`src/rtl/segment_capture_pkg.sv`:
```
// Shared definitions for the multiplexed digit bus receiver: select codes, field limits, FSM states.
// Latency: n/a (definitions only).
// Backpressure: n/a; the bus has no flow control and the receiver can never stall the driver.
package segment_capture_pkg;

    // Digit-select codes seen on bytee; all-zero marks a data phase.
    localparam logic [3:0] SEL_NONE = 4'b0000;
    localparam logic [3:0] SEL_D0   = 4'b0001;  // low units
    localparam logic [3:0] SEL_D1   = 4'b0010;  // low tens
    localparam logic [3:0] SEL_D2   = 4'b0100;  // high units
    localparam logic [3:0] SEL_D3   = 4'b1000;  // high tens

    // Each rebuilt field is 0..59 in binary.
    localparam int         FIELD_W   = 6;
    localparam logic [3:0] UNITS_MAX = 4'd9;
    localparam logic [3:0] TENS_MAX  = 4'd5;

    typedef enum logic [1:0] {
        ST_HUNT  = 2'd0,
        ST_SEL   = 2'd1,
        ST_DATA  = 2'd2,
        ST_CHECK = 2'd3
    } state_t;

    // Select code expected for digit index idx.
    function automatic logic [3:0] sel_code(input logic [1:0] idx);
        logic [3:0] code;
        case (idx)
            2'd0:    code = SEL_D0;
            2'd1:    code = SEL_D1;
            2'd2:    code = SEL_D2;
            default: code = SEL_D3;
        endcase
        return code;
    endfunction

endpackage

```
`src/rtl/segment_capture_bcd2_to_bin.sv`:
```
// Converts one two-digit BCD field to binary and flags digits outside 0..5 / 0..9.
// Latency: combinational.
// Backpressure: none.
// Ports: i_tens, i_units (BCD digits) -> o_bin (binary field), o_in_range (both digits legal).
module bcd2_to_bin
    import segment_capture_pkg::*;
(
    input  logic [3:0]         i_tens,
    input  logic [3:0]         i_units,
    output logic [FIELD_W-1:0] o_bin,
    output logic               o_in_range
);

    logic [FIELD_W-1:0] w_tens;
    logic [FIELD_W-1:0] w_tens_x10;

    assign w_tens     = {2'b00, i_tens};
    // tens*10 as shift-and-add; a legal field never exceeds 59 so 6 bits suffice.
    assign w_tens_x10 = (w_tens << 3) + (w_tens << 1);
    assign o_bin      = w_tens_x10 + {2'b00, i_units};
    assign o_in_range = (i_tens <= TENS_MAX) && (i_units <= UNITS_MAX);

endmodule

```
`src/rtl/segment_capture.sv`:
```
// Receives the 8-phase select/data digit bus, captures four BCD digits and rebuilds {high,low}.
// Latency: data_valid two clocks after the cycle that samples the high-tens digit.
// Backpressure: none; the bus is free-running, malformed or stalled frames are dropped with frame_error.
// Ports: clock, reset (async active-low); bytee (select/data phase), segment (digit on data phase);
//        data_out (last good frame), data_valid / frame_error (one-cycle pulses), link_up.
module segment_capture
    import segment_capture_pkg::*;
#(
    parameter int TIMEOUT_CYCLES = 4096,
    parameter int SETTLE_CYCLES  = 1
) (
    input  logic        clock,
    input  logic        reset,
    input  logic [3:0]  bytee,
    input  logic [6:0]  segment,
    output logic [11:0] data_out,
    output logic        data_valid,
    output logic        frame_error,
    output logic        link_up
);

    localparam int              TW           = $clog2(TIMEOUT_CYCLES + 1);
    localparam int              SW           = (SETTLE_CYCLES < 1) ? 1 : $clog2(SETTLE_CYCLES + 1);
    localparam logic [TW-1:0]   TO_MAX       = TW'(TIMEOUT_CYCLES);
    localparam logic [SW-1:0]   SETTLE_MAX   = SW'(SETTLE_CYCLES);
    localparam bit              SAMPLE_FIRST = (SETTLE_CYCLES == 0);

    state_t             r_state;
    logic [1:0]         r_exp;
    logic               r_sampled;
    logic [SW-1:0]      r_settle;
    logic [TW-1:0]      r_to_cnt;
    logic [3:0]         r_bytee_q;
    logic [3:0]         r_digit [4];
    logic [11:0]        r_data_out;
    logic               r_data_valid;
    logic               r_frame_error;
    logic               r_link_up;

    logic               w_change;
    logic               w_to_hit;
    logic               w_is_zero;
    logic               w_is_d0;
    logic [3:0]         w_exp_sel;
    logic [3:0]         w_next_sel;
    logic               w_seg_bad;
    logic               w_settled;
    logic               w_sample;
    state_t             w_resync_state;
    logic [FIELD_W-1:0] w_lo_bin;
    logic [FIELD_W-1:0] w_hi_bin;
    logic               w_lo_ok;
    logic               w_hi_ok;

    bcd2_to_bin u_lo (
        .i_tens     (r_digit[1]),
        .i_units    (r_digit[0]),
        .o_bin      (w_lo_bin),
        .o_in_range (w_lo_ok)
    );

    bcd2_to_bin u_hi (
        .i_tens     (r_digit[3]),
        .i_units    (r_digit[2]),
        .o_bin      (w_hi_bin),
        .o_in_range (w_hi_ok)
    );

    assign w_change   = (bytee != r_bytee_q);
    // Fires once, on the cycle the idle count would reach its limit.
    assign w_to_hit   = !w_change && (r_to_cnt == TO_MAX - 1'b1);
    assign w_is_zero  = (bytee == SEL_NONE);
    assign w_is_d0    = (bytee == SEL_D0);
    assign w_exp_sel  = sel_code(r_exp);
    assign w_next_sel = sel_code(r_exp + 2'd1);
    assign w_seg_bad  = |segment[6:4];

    // The first data cycle is seen while still in SEL; r_settle counts data cycles already seen,
    // so the sample lands on data cycle index SETTLE_CYCLES.
    assign w_settled  = (r_state == ST_SEL) ? SAMPLE_FIRST : (r_settle >= SETTLE_MAX);
    assign w_sample   = w_is_zero && w_settled &&
                        ((r_state == ST_SEL) || ((r_state == ST_DATA) && !r_sampled));

    // A stray 0001 is the start of a new frame, so recover straight into SEL instead of HUNT.
    assign w_resync_state = w_is_d0 ? ST_SEL : ST_HUNT;

    always_ff @(posedge clock or negedge reset) begin
        if (!reset) begin
            r_state       <= ST_HUNT;
            r_exp         <= '0;
            r_sampled     <= 1'b0;
            r_settle      <= '0;
            r_to_cnt      <= '0;
            r_bytee_q     <= '0;
            for (int k = 0; k < 4; k++) r_digit[k] <= '0;
            r_data_out    <= '0;
            r_data_valid  <= 1'b0;
            r_frame_error <= 1'b0;
            r_link_up     <= 1'b0;
        end else begin
            r_bytee_q     <= bytee;
            r_data_valid  <= 1'b0;
            r_frame_error <= 1'b0;

            if (w_change) begin
                r_to_cnt <= '0;
            end else if (r_to_cnt != TO_MAX) begin
                r_to_cnt <= r_to_cnt + 1'b1;
            end

            if (w_to_hit) begin
                // A stalled bus overrides whatever the frame was doing.
                r_link_up <= 1'b0;
                if (r_state != ST_HUNT) begin
                    r_frame_error <= 1'b1;
                    r_state       <= ST_HUNT;
                    r_exp         <= '0;
                    r_sampled     <= 1'b0;
                end
            end else begin
                case (r_state)
                    ST_HUNT: begin
                        if (w_is_d0) begin
                            r_state <= ST_SEL;
                            r_exp   <= '0;
                        end
                    end

                    ST_SEL, ST_DATA: begin
                        if (w_is_zero) begin
                            if (r_state == ST_SEL) begin
                                r_state   <= ST_DATA;
                                r_sampled <= 1'b0;
                                r_settle  <= SW'(1);
                            end else if (!r_sampled && !w_sample) begin
                                r_settle <= r_settle + 1'b1;
                            end
                            if (w_sample) begin
                                if (w_seg_bad) begin
                                    r_frame_error <= 1'b1;
                                    r_state       <= ST_HUNT;
                                    r_exp         <= '0;
                                    r_sampled     <= 1'b0;
                                end else begin
                                    r_digit[r_exp] <= segment[3:0];
                                    r_sampled      <= 1'b1;
                                    if (r_exp == 2'd3) r_state <= ST_CHECK;
                                end
                            end
                        end else if ((r_state == ST_SEL) && (bytee == w_exp_sel)) begin
                            // Select phase still running.
                        end else if ((r_state == ST_DATA) && r_sampled && (bytee == w_next_sel)) begin
                            r_state <= ST_SEL;
                            r_exp   <= r_exp + 2'd1;
                        end else begin
                            // Non-one-hot select, out-of-order select, or data phase too short.
                            r_frame_error <= 1'b1;
                            r_state       <= w_resync_state;
                            r_exp         <= '0;
                            r_sampled     <= 1'b0;
                        end
                    end

                    ST_CHECK: begin
                        if (w_lo_ok && w_hi_ok) begin
                            r_data_out   <= {w_hi_bin, w_lo_bin};
                            r_data_valid <= 1'b1;
                            r_link_up    <= 1'b1;
                        end else begin
                            r_frame_error <= 1'b1;
                        end
                        r_state   <= w_resync_state;
                        r_exp     <= '0;
                        r_sampled <= 1'b0;
                    end

                    default: r_state <= ST_HUNT;
                endcase
            end
        end
    end

    assign data_out    = r_data_out;
    assign data_valid  = r_data_valid;
    assign frame_error = r_frame_error;
    assign link_up     = r_link_up;

endmodule

```
`config.mk`:
```
export PLATFORM = sky130hd
export DESIGN_NAME = segment_capture
export DESIGN_NICKNAME = d
export VERILOG_FILES = /design/src/rtl/segment_capture_pkg.sv /design/src/rtl/segment_capture_bcd2_to_bin.sv /design/src/rtl/segment_capture.sv
export SDC_FILE = /design/constraint.sdc
export NUM_CORES = 1
export LEC_CHECK = 0
export BUFFER_PORTS_ARGS = -buffer_cell sky130_fd_sc_hd__buf_2
export CAP_MARGIN = 20
export CORE_MARGIN = 2
export CORE_UTILIZATION = 50
export DETAILED_ROUTE_END_ITERATION = 8
export PLACE_DENSITY_LB_ADDON = 0.12
export SYNTH_ARGS = -nofsm -noshare
export SYNTH_HDL_FRONTEND = slang
export SYNTH_SLANG_ARGS = --single-unit
```
`constraint.sdc`:
```
create_clock -name clock -period 2.2 [get_ports clock]
set_clock_uncertainty 0.05 [all_clocks]
set_input_delay 0.44 -clock clock [delete_from_list [all_inputs] [get_ports clock]]
set_output_delay 0.44 -clock clock [all_outputs]
set_load 0.01 [all_outputs]
```
After elaboration in Yosys (flattened, before gate mapping)
Index checks and enable logic that the tools add are counted.
{"block": "word_totals", "ff_bits": 54, "latch_bits": 0, "ramBits": 0, "rom_bits": 0, "out_inout_bits": 15, "wordCells": 141, "mem_count": 0}
{"block": "op_classes", "addsub": 7, "multipliers": 0, "div": 0, "magnitude_cmp": 7, "n_eq_ne": 21, "n_shift": 0, "muxes": 54, "n_bitwise": 3, "n_reduce_logical": 35}
{"cell": "$mux 2", "count": 16}
{"cell": "$mux 1", "count": 27}
{"cell": "$mux 13", "count": 2}
{"cell": "$pmux 4 s3", "count": 2}
{"cell": "$bwmux 16", "count": 1}
{"cell": "$ne 4x4->1 const B", "count": 4}
{"cell": "$reduce_and 5->1", "count": 3}
{"cell": "$add 13x1->13 const B", "count": 1}
{"cell": "$eq 13x12->1 const B", "count": 1}
{"cell": "$ne 13x13->1 const B", "count": 1}
{"cell": "$add 6x4->6", "count": 2}
{"cell": "$add 6x5->6", "count": 2}
{"cell": "$logic_and 1x1->1", "count": 12}
{"cell": "$pmux 2 s3", "count": 2}
{"cell": "$eq 2x2->1 const B", "count": 5}
{"cell": "$reduce_bool 2->1", "count": 5}
{"cell": "$demux 4 s2", "count": 1}
{"cell": "$eq 4x4->1", "count": 2}
{"cell": "$le 4x3->1 const B", "count": 2}
{"cell": "$le 4x4->1 const B", "count": 2}
{"cell": "$eq 2x1->1 const B", "count": 3}
{"cell": "$logic_not 2->1", "count": 3}
{"cell": "$reduce_and 3->1", "count": 2}
{"cell": "$ne 5x5->1 const B", "count": 1}
{"cell": "other kinds (21)", "count": 25}

Longest topological paths before layout
Gate-level depths: netlist of run 1.
{"block": "logic_depth", "depth_word": 10, "ltp_mapped": 9}

By module
Synthesis of run 1 repeated with hierarchy kept, for this count alone.
{"block": "unflattened", "cells_unflattened": 282, "area_unflattened_um2": 3174.3}
{"module": "segment_capture", "instances": 1, "cells_per_inst": 238, "area_per_inst_um2": 2776.4, "seq_area_each_um2": 1351.3}
{"module": "bcd2_to_bin", "instances": 2, "cells_per_inst": 22, "area_per_inst_um2": 198.9, "seq_area_each_um2": 0.0}

Worst setup path after synthesis of run 1
Ideal clock, no wire load.
{"block": "synth_timing", "path_type": "input-to-reg", "from": "input bytee[0]", "to": "register r_digit[0] (netlist bit)", "setup_time_ns": 0.125, "arrival_ns": 2.050, "path_slack_ns": -0.025, "cell_stages": 8, "n_path_buf": 2, "path_cell_list": "buf_2 -> xnor2_1 -> nand4_1 -> or3_4 -> buf_6 -> and2_4 -> nand3_4 -> mux2_2"}
{"block": "synth_via", "elab_chain_len": 5}
{"item": "from (decl)", "line_no": "segment_capture.sv:14", "text": "input logic [3:0] bytee,"}
{"item": "$ne 4x4->1", "line_no": "segment_capture.sv:69", "text": "assign w_change = (bytee != r_bytee_q);"}
{"item": "$logic_not 1->1", "line_no": "segment_capture.sv:71", "text": "assign w_to_hit = !w_change && (r_to_cnt == TO_MAX - 1'b1);"}
{"item": "$logic_and 1x1->1", "line_no": "segment_capture.sv:71"}
{"item": "$not 1->1 (no line)"}
{"item": "$reduce_and 5->1 (no line) (*)"}
{"item": "to (signal, indexed assignment)", "line_no": "segment_capture.sv:145", "text": "r_digit[r_exp] <= segment[3:0];"}
{"item": "to (decl)", "line_no": "segment_capture.sv:34", "text": "logic [3:0] r_digit [4];"}
Mark *: on every way between the ends. The rest lies on a longest branch, timed or not.
A chain may end at the register's enable or synchronous reset.

Worst setup path after layout of run 1
{"block": "layout_timing", "from": "register r_to_cnt[1]", "to": "register r_state[0]"}
{"block": "layout_via", "elab_chain_len": 4}
{"item": "from (decl)", "line_no": "segment_capture.sv:32", "text": "logic [TW-1:0] r_to_cnt;"}
{"item": "from (signal assigned)", "line_no": "segment_capture.sv:108", "text": "r_to_cnt <= r_to_cnt + 1'b1;"}
{"item": "$eq 13x12->1 (*)", "line_no": "segment_capture.sv:71"}
{"item": "$logic_and 1x1->1 (*)", "line_no": "segment_capture.sv:71"}
{"item": "$ne 4x4->1 (no line) (tied with other cells)"}
{"item": "$reduce_and 3->1 (no line)"}
{"item": "to (signal assigned)", "line_no": "segment_capture.sv:158", "text": "r_state <= w_resync_state;"}
{"item": "to (signal assigned)", "line_no": "segment_capture.sv:172", "text": "r_state <= w_resync_state;"}
{"item": "to (decl)", "line_no": "segment_capture.sv:28", "text": "state_t r_state;"}
Marks and branches as above.

==> results of run 1 <==
stage by stage:
step	cell area, um^2	util	hold WS, ns	power, uW	TNS, ns
floorplan	3160	-	0.0944	1370	-0.313
global placement	3750	0.630	0.357	1600	-0.407
detailed placement	3750	0.630	0.362	1620	-0.537
CTS	3890	0.653	0.0169	2320	0
global route	3960	0.664	0.0324	2470	-0.0484
finish	3960	0.664	0.00271	2340	0
cells by family (layout without fill, tap and decap cells):
logic type,after synthesis,in the layout,share of synthesized area
AO/OA/AOI/OAI,35,35,0.0712
adder cells (fa/ha/maj),29,29,0.126
buffers and inverters,18,101,0.0250
XOR/XNOR,29,29,0.0817
flip-flops,54,54,0.435
AND/OR/NAND/NOR,82,82,0.161
multiplexers,26,26,0.0998
sequential cells by signal, indices dropped and copies added (netlist names):
signal / cells
r_sampled: 1
r_bytee_q: 4
r_exp: 2
frame_error: 1
r_digit: 16
link_up: 1
r_settle: 1
data_valid: 1
r_state: 2
r_to_cnt: 13
data_out: 12
final cells by class:
type,instances,area [um^2],share of cell area
Tap cell,75,93.8,0.0237
Inverter,13,48.8,0.0123
Clock buffer,5,68.8,0.0174
Timing Repair Buffer,80,558,0.141
Clock inverter,3,48.8,0.0123
Multi-Input combinational cell,201,1790,0.452
Sequential cell,54,1350,0.342
synth_stat cells (7+ instances only):
cell type and n:
xnor2_1 14, inv_1 13, nor3_1 8, nand2_1 14
dfrtp_1 54, ha_1 25, mux2_2 20, xor2_1 15
nand3_1 10, a21oi_1 7, nor2_1 17, o21ai_0 14
routing by layer:
metal  up-vias  global-route usage  wire [um]
met1      1072               0.273       3100
met3         8              0.0308        195
met4         0              0.0492         68
li1       1129                   -          -
met5         -                   0          0
met2        35               0.336       3060
worst register-to-register path, delay by kind of cell, from the launching register on:
family                   cells  cell delay, ns
AO/OA/AOI/OAI                1            0.29
multiplexers                 1            0.35
flip-flops                   1            0.37
AND/OR/NAND/NOR              4            0.80
adder cells (fa/ha/maj)      1            0.18
how the worst max path moves through the flow:
stage                   to        start  slack [ns]  cells after the start
2_1_floorplan  r_digit[12]  r_to_cnt[0]       -0.02                      8
3_3_place_gp    r_state[0]     r_exp[0]       -0.14                      8
3_5_place_dp    r_state[0]     r_exp[1]       -0.12                      8
4_1_cts         r_state[0]     r_exp[0]       0.006                      8
5_1_grt           r_exp[1]     r_exp[1]       -0.03                      9
6_report        r_state[0]  r_to_cnt[1]        0.06                      7
report_power, final:
part	total, uW	switching [uW]	internal, uW
combinational	573	302	271
sequential	1060	28.0	1030
clock	710	362	348
total	2340	692	1650
repair_timing:
action / CTS / global route
gates cloned: 0 / 0
setup endpoints to repair: 10 / 25
gates resized for setup: 4 / 11
hold buffers: 0 / 0
pin swaps: 3 / 8
buffers inserted: 1 / 3
hold endpoints to repair: 0 / 0
==> results.sh, run 1 <==
export IMPL_reg2reg_slack_ns=0.06
export IMPL_post_drt_wl_per_cell_um=14.9
export IMPL_io_pins=28
export IMPL_power_density_nw_per_um2=592
export IMPL_drv_cap=0
export IMPL_clock_sinks=54
export IMPL_critPathBufInv=0
export IMPL_routed_via_density=5.21
export IMPL_dp_hpwl_um=5000
export IMPL_grt_pass1_vias=2365
export IMPL_htree_num_levels=2
export IMPL_ys_flop_type="dfrtp_1"
export IMPL_die_h_um=82.9
export IMPL_hold_path_class="input port to asynchronous set/reset pin"
export IMPL_synth_edff_count=0
export IMPL_num_vias=2244
export IMPL_status="complete, no violations"
export IMPL_n_fill_cell=481
export IMPL_clock_fmax_ghz=0.468
export IMPL_grt_use_total=0.200
export IMPL_yosys_warnings=0
export IMPL_r2r_start="r_to_cnt[1]"
export IMPL_gp_congestion=0.910
export IMPL_rows=28
export IMPL_syn_avg_cell_area_um2=11.4
export IMPL_endpoint_kind="flop"
export IMPL_fp_dieW_um=82.9
export IMPL_grt_pass1_wl_um=11200
export IMPL_diodes=0
export IMPL_worstMarginPinSlew_ns=0.445
export IMPL_final_cell_mix="dfrtp_1 (54), buf_4 (51), buf_2 (27)"
export IMPL_detail_route_antenna_nets=0
export IMPL_synth_seq_cells=54
export IMPL_cts_tree="built"
export IMPL_ff2ff_path_depth=7
export IMPL_critical_path_class="flop to flop"
export IMPL_ys_types=47
export IMPL_fin_nets=397
export IMPL_crit_family="simple AND/OR/NAND/NOR gates"
export IMPL_path_cells="ha_2 -> and4_4 -> nand4_4 -> or3_4 -> a41o_1 -> nor2_2 -> mux2_2"
export IMPL_synthDominantCellAreaShare=0.435
export IMPL_seq_area_frac_synth=0.435
export IMPL_netlist_top_cells_area="dfrtp_1 (43%), ha_1 (10%), mux2_2 (7.2%), xor2_1 (4.2%), xnor2_1 (3.9%)"
export IMPL_worst_path_max_fanout=6
export IMPL_gr_total_overflow=0
export IMPL_synth_nets=315
export IMPL_async_flop_share=1.00
export IMPL_rsz0062_at_grt="yes"
export IMPL_cts_reportedPaths_clkPinSlew_ns=0.11
export IMPL_cpPeakStageDelay_ns=0.38
export IMPL_grt_antenna_before_repair=0
export IMPL_slowest_stage="or3_4"
export IMPL_insertion_delay_ns=0.31
export IMPL_drt_wl_total_um=6430
export IMPL_power_leakage_uw=0.00202
export IMPL_cts_buffers=5
export IMPL_fp_dieArea_um2=6860
export IMPL_dp_cells=419
export IMPL_drc=0
export IMPL_start_kind="flop"
export IMPL_maxSlewHeadroom=0.704
export IMPL_first_pass_iters=4
export IMPL_synthesis_area_um2=3110
export IMPL_final_cells=431
export IMPL_drt_iter0_drc=83
export IMPL_hold_viol=0
export IMPL_cts_root_buf="clkbuf_8"
export IMPL_post_route_period_util=0.971
export IMPL_synthToLayoutAreaGrowth_pct=27.2
export IMPL_crit_arrival_ns=2.30
export IMPL_coreArea_um2=5960
export IMPL_placement_io_buffers=27
export IMPL_yosys_area_top_type="dfrtp_1"
export IMPL_grt_max_degree=37
export IMPL_setup_ws_ns=0.0633
export IMPL_initial_utilization=0.522
export IMPL_layout_min_cycle_time_ns=2.14
export IMPL_finalSetupViolCount=0
export IMPL_peakVddDrop_v=0.000365
export IMPL_pre_cts_ws_ns=-0.120
export IMPL_layout_commonest_cell="dfrtp_1"
export IMPL_drive_gt1_frac=0.385
export IMPL_maxSlewViolCount=0
export IMPL_syn_inst=273
export IMPL_r2r_end="r_state[0]"
export IMPL_clockBufferDepth=2
export IMPL_cp_required_ns=2.36
Power figures use the tool's default switching activity.
==> run 2: changes to the inputs <==
Clock period 2.2 ns to 2.4 ns, I/O delays scaled along.
==> run 2 against run 1 <==
  * Flip-flop and latch count is the same
  * Design area decreased by 9.7%
  * Sequential share of layout area is 3.7 points higher
  * Routed wire length decreased by 8.7%
  * Critical endpoint is now r_exp[0]
==> results.sh, run 2 (synthesized netlist as in run 1, its figures left out) <==
export IMPL_rsz0062_at_grt="no"
export IMPL_drv_cap=0
export IMPL_drt_wl_total_um=5870
export IMPL_first_pass_iters=4
export IMPL_start_kind="flop"
export IMPL_fp_dieW_um=82.9
export IMPL_drive_gt1_frac=0.293
export IMPL_grt_max_degree=23
export IMPL_fp_dieArea_um2=6860
export IMPL_grt_pass1_vias=2127
export IMPL_status="complete, no violations"
export IMPL_n_fill_cell=517
export IMPL_largest_reg_flops=16
export IMPL_clockBufferDepth=2
export IMPL_initial_utilization=0.522
export IMPL_dp_hpwl_um=4590
export IMPL_endpoint_kind="flop"
export IMPL_critPathBufInv=0
export IMPL_clock_sinks=54
export IMPL_layout_min_cycle_time_ns=2.33
export IMPL_cp_num_cells=7
export IMPL_multi_input_area_um2=1700
export IMPL_path_cells="ha_1 -> and4_4 -> nand4_4 -> or3_4 -> a41o_1 -> o22ai_2 -> mux2_4"
export IMPL_num_vias=2101
export IMPL_post_drt_wl_per_cell_um=14.8
export IMPL_gr_total_overflow=0
export IMPL_routed_via_density=5.31
export IMPL_cpPeakStageDelay_ns=0.41
export IMPL_cts_buffers=5
export IMPL_worst_path_max_fanout=4
export IMPL_regMostFlops="r_digit"
export IMPL_cts_reportedPaths_clkPinSlew_ns=0.10
export IMPL_power_density_nw_per_um2=564
export IMPL_grt_pass1_wl_um=10400
export IMPL_post_route_period_util=0.971
export IMPL_die_h_um=82.9
export IMPL_setup_ws_ns=0.0686
export IMPL_tns_ns=0
export IMPL_pre_cts_ws_ns=0.0518
export IMPL_slowest_stage="dfrtp_1"
export IMPL_crit_family="simple AND/OR/NAND/NOR gates"
export IMPL_finalSetupViolCount=0
export IMPL_maxSlewHeadroom=0.670
export IMPL_coreArea_um2=5960
export IMPL_crit_arrival_ns=2.48
export IMPL_cts_tree="built"
export IMPL_grt_use_total=0.184
export IMPL_insertion_delay_ns=0.30
export IMPL_gp_congestion=0.852
export IMPL_grt_antenna_before_repair=0
export IMPL_detail_route_antenna_nets=0
export IMPL_power_leakage_uw=0.00179
export IMPL_placement_io_buffers=27
export IMPL_cts_root_buf="clkbuf_8"
export IMPL_final_cell_mix="dfrtp_1 (54), buf_2 (27), ha_1 (25)"
export IMPL_ff2ff_path_depth=7
export IMPL_final_cell_area_um2=3570
export IMPL_postPlaceCellArea_um2=3440
export IMPL_cp_required_ns=2.55
export IMPL_synthToLayoutAreaGrowth_pct=14.8
export IMPL_fin_nets=362
export IMPL_maxSlewViolCount=0
export IMPL_htree_num_levels=2
export IMPL_layout_commonest_cell="dfrtp_1"
export IMPL_hold_path_class="input port to asynchronous set/reset pin"
export IMPL_clock_fmax_ghz=0.429
export IMPL_diodes=0
export IMPL_drc=0
export IMPL_io_pins=28
export IMPL_critical_path_class="flop to flop"
export IMPL_peakVddDrop_v=0.000364
export IMPL_hold_viol=0
export IMPL_drt_iter0_drc=103
export IMPL_register_area_um2=1350
export IMPL_rows=28
export IMPL_worstMarginPinSlew_ns=0.495
==> run 2: area by class of cell <==
type                       count  share of cell area
sequential                    54               0.378
multi-input combinational    201               0.475
inverter                      13              0.0137
tap                           75              0.0263
clock inverter                 2              0.0105
clock buffer                   6              0.0203
timing repair buffer          45              0.0757
==> run 2: per-stage QoR <==
step | instances | power, uW | utilization | hold WS, ns
after CTS | 395 | 2030 | 0.596 | 0.0786
after global routing | 396 | 2130 | 0.600 | 0.0820
after global placement | 387 | 1410 | 0.577 | 0.408
after floorplan | 273 | 1250 | - | 0.134
final | 396 | 2010 | 0.600 | 0.0715
after detailed placement | 387 | 1420 | 0.577 | 0.416
==> run 2: power by group <==
part	switching [uW]	internal, uW	leakage, uW
logic	251	182	0.00100
registers	27.7	946	0.000737
clock network	295	312	0.0000514
==> run 2: routing by layer <==
layer / GRT usage / vias to the layer above / share of wire
li1: - / 1050 / -
met1: 0.254 / 1017 / 0.48
met2: 0.298 / 28 / 0.49
met3: 0.0348 / 6 / 0.023
met4: 0.0507 / 0 / 0.011
met5: 0 / - / 0
==> run 2: repair_timing <==
item,4_1_cts,5_1_grt
hold buffers,0,0
gates resized for setup,0,4
setup endpoints to repair,0,1
setup buffers,0,1
==> run 2: worst paths after layout <==
path	from	end	slack [ns]
hold reg to reg	data_out[5]	data_out[5]	0.43
setup reg to reg	r_to_cnt[0]	r_exp[0]	0.07
min in group clock	bytee[0]	r_bytee_q[0]	0.30
hold / removal	reset	data_out[4]	0.07
setup / recovery	r_to_cnt[0]	r_exp[0]	0.07
max in group asynchronous	reset	r_to_cnt[3]	1.60
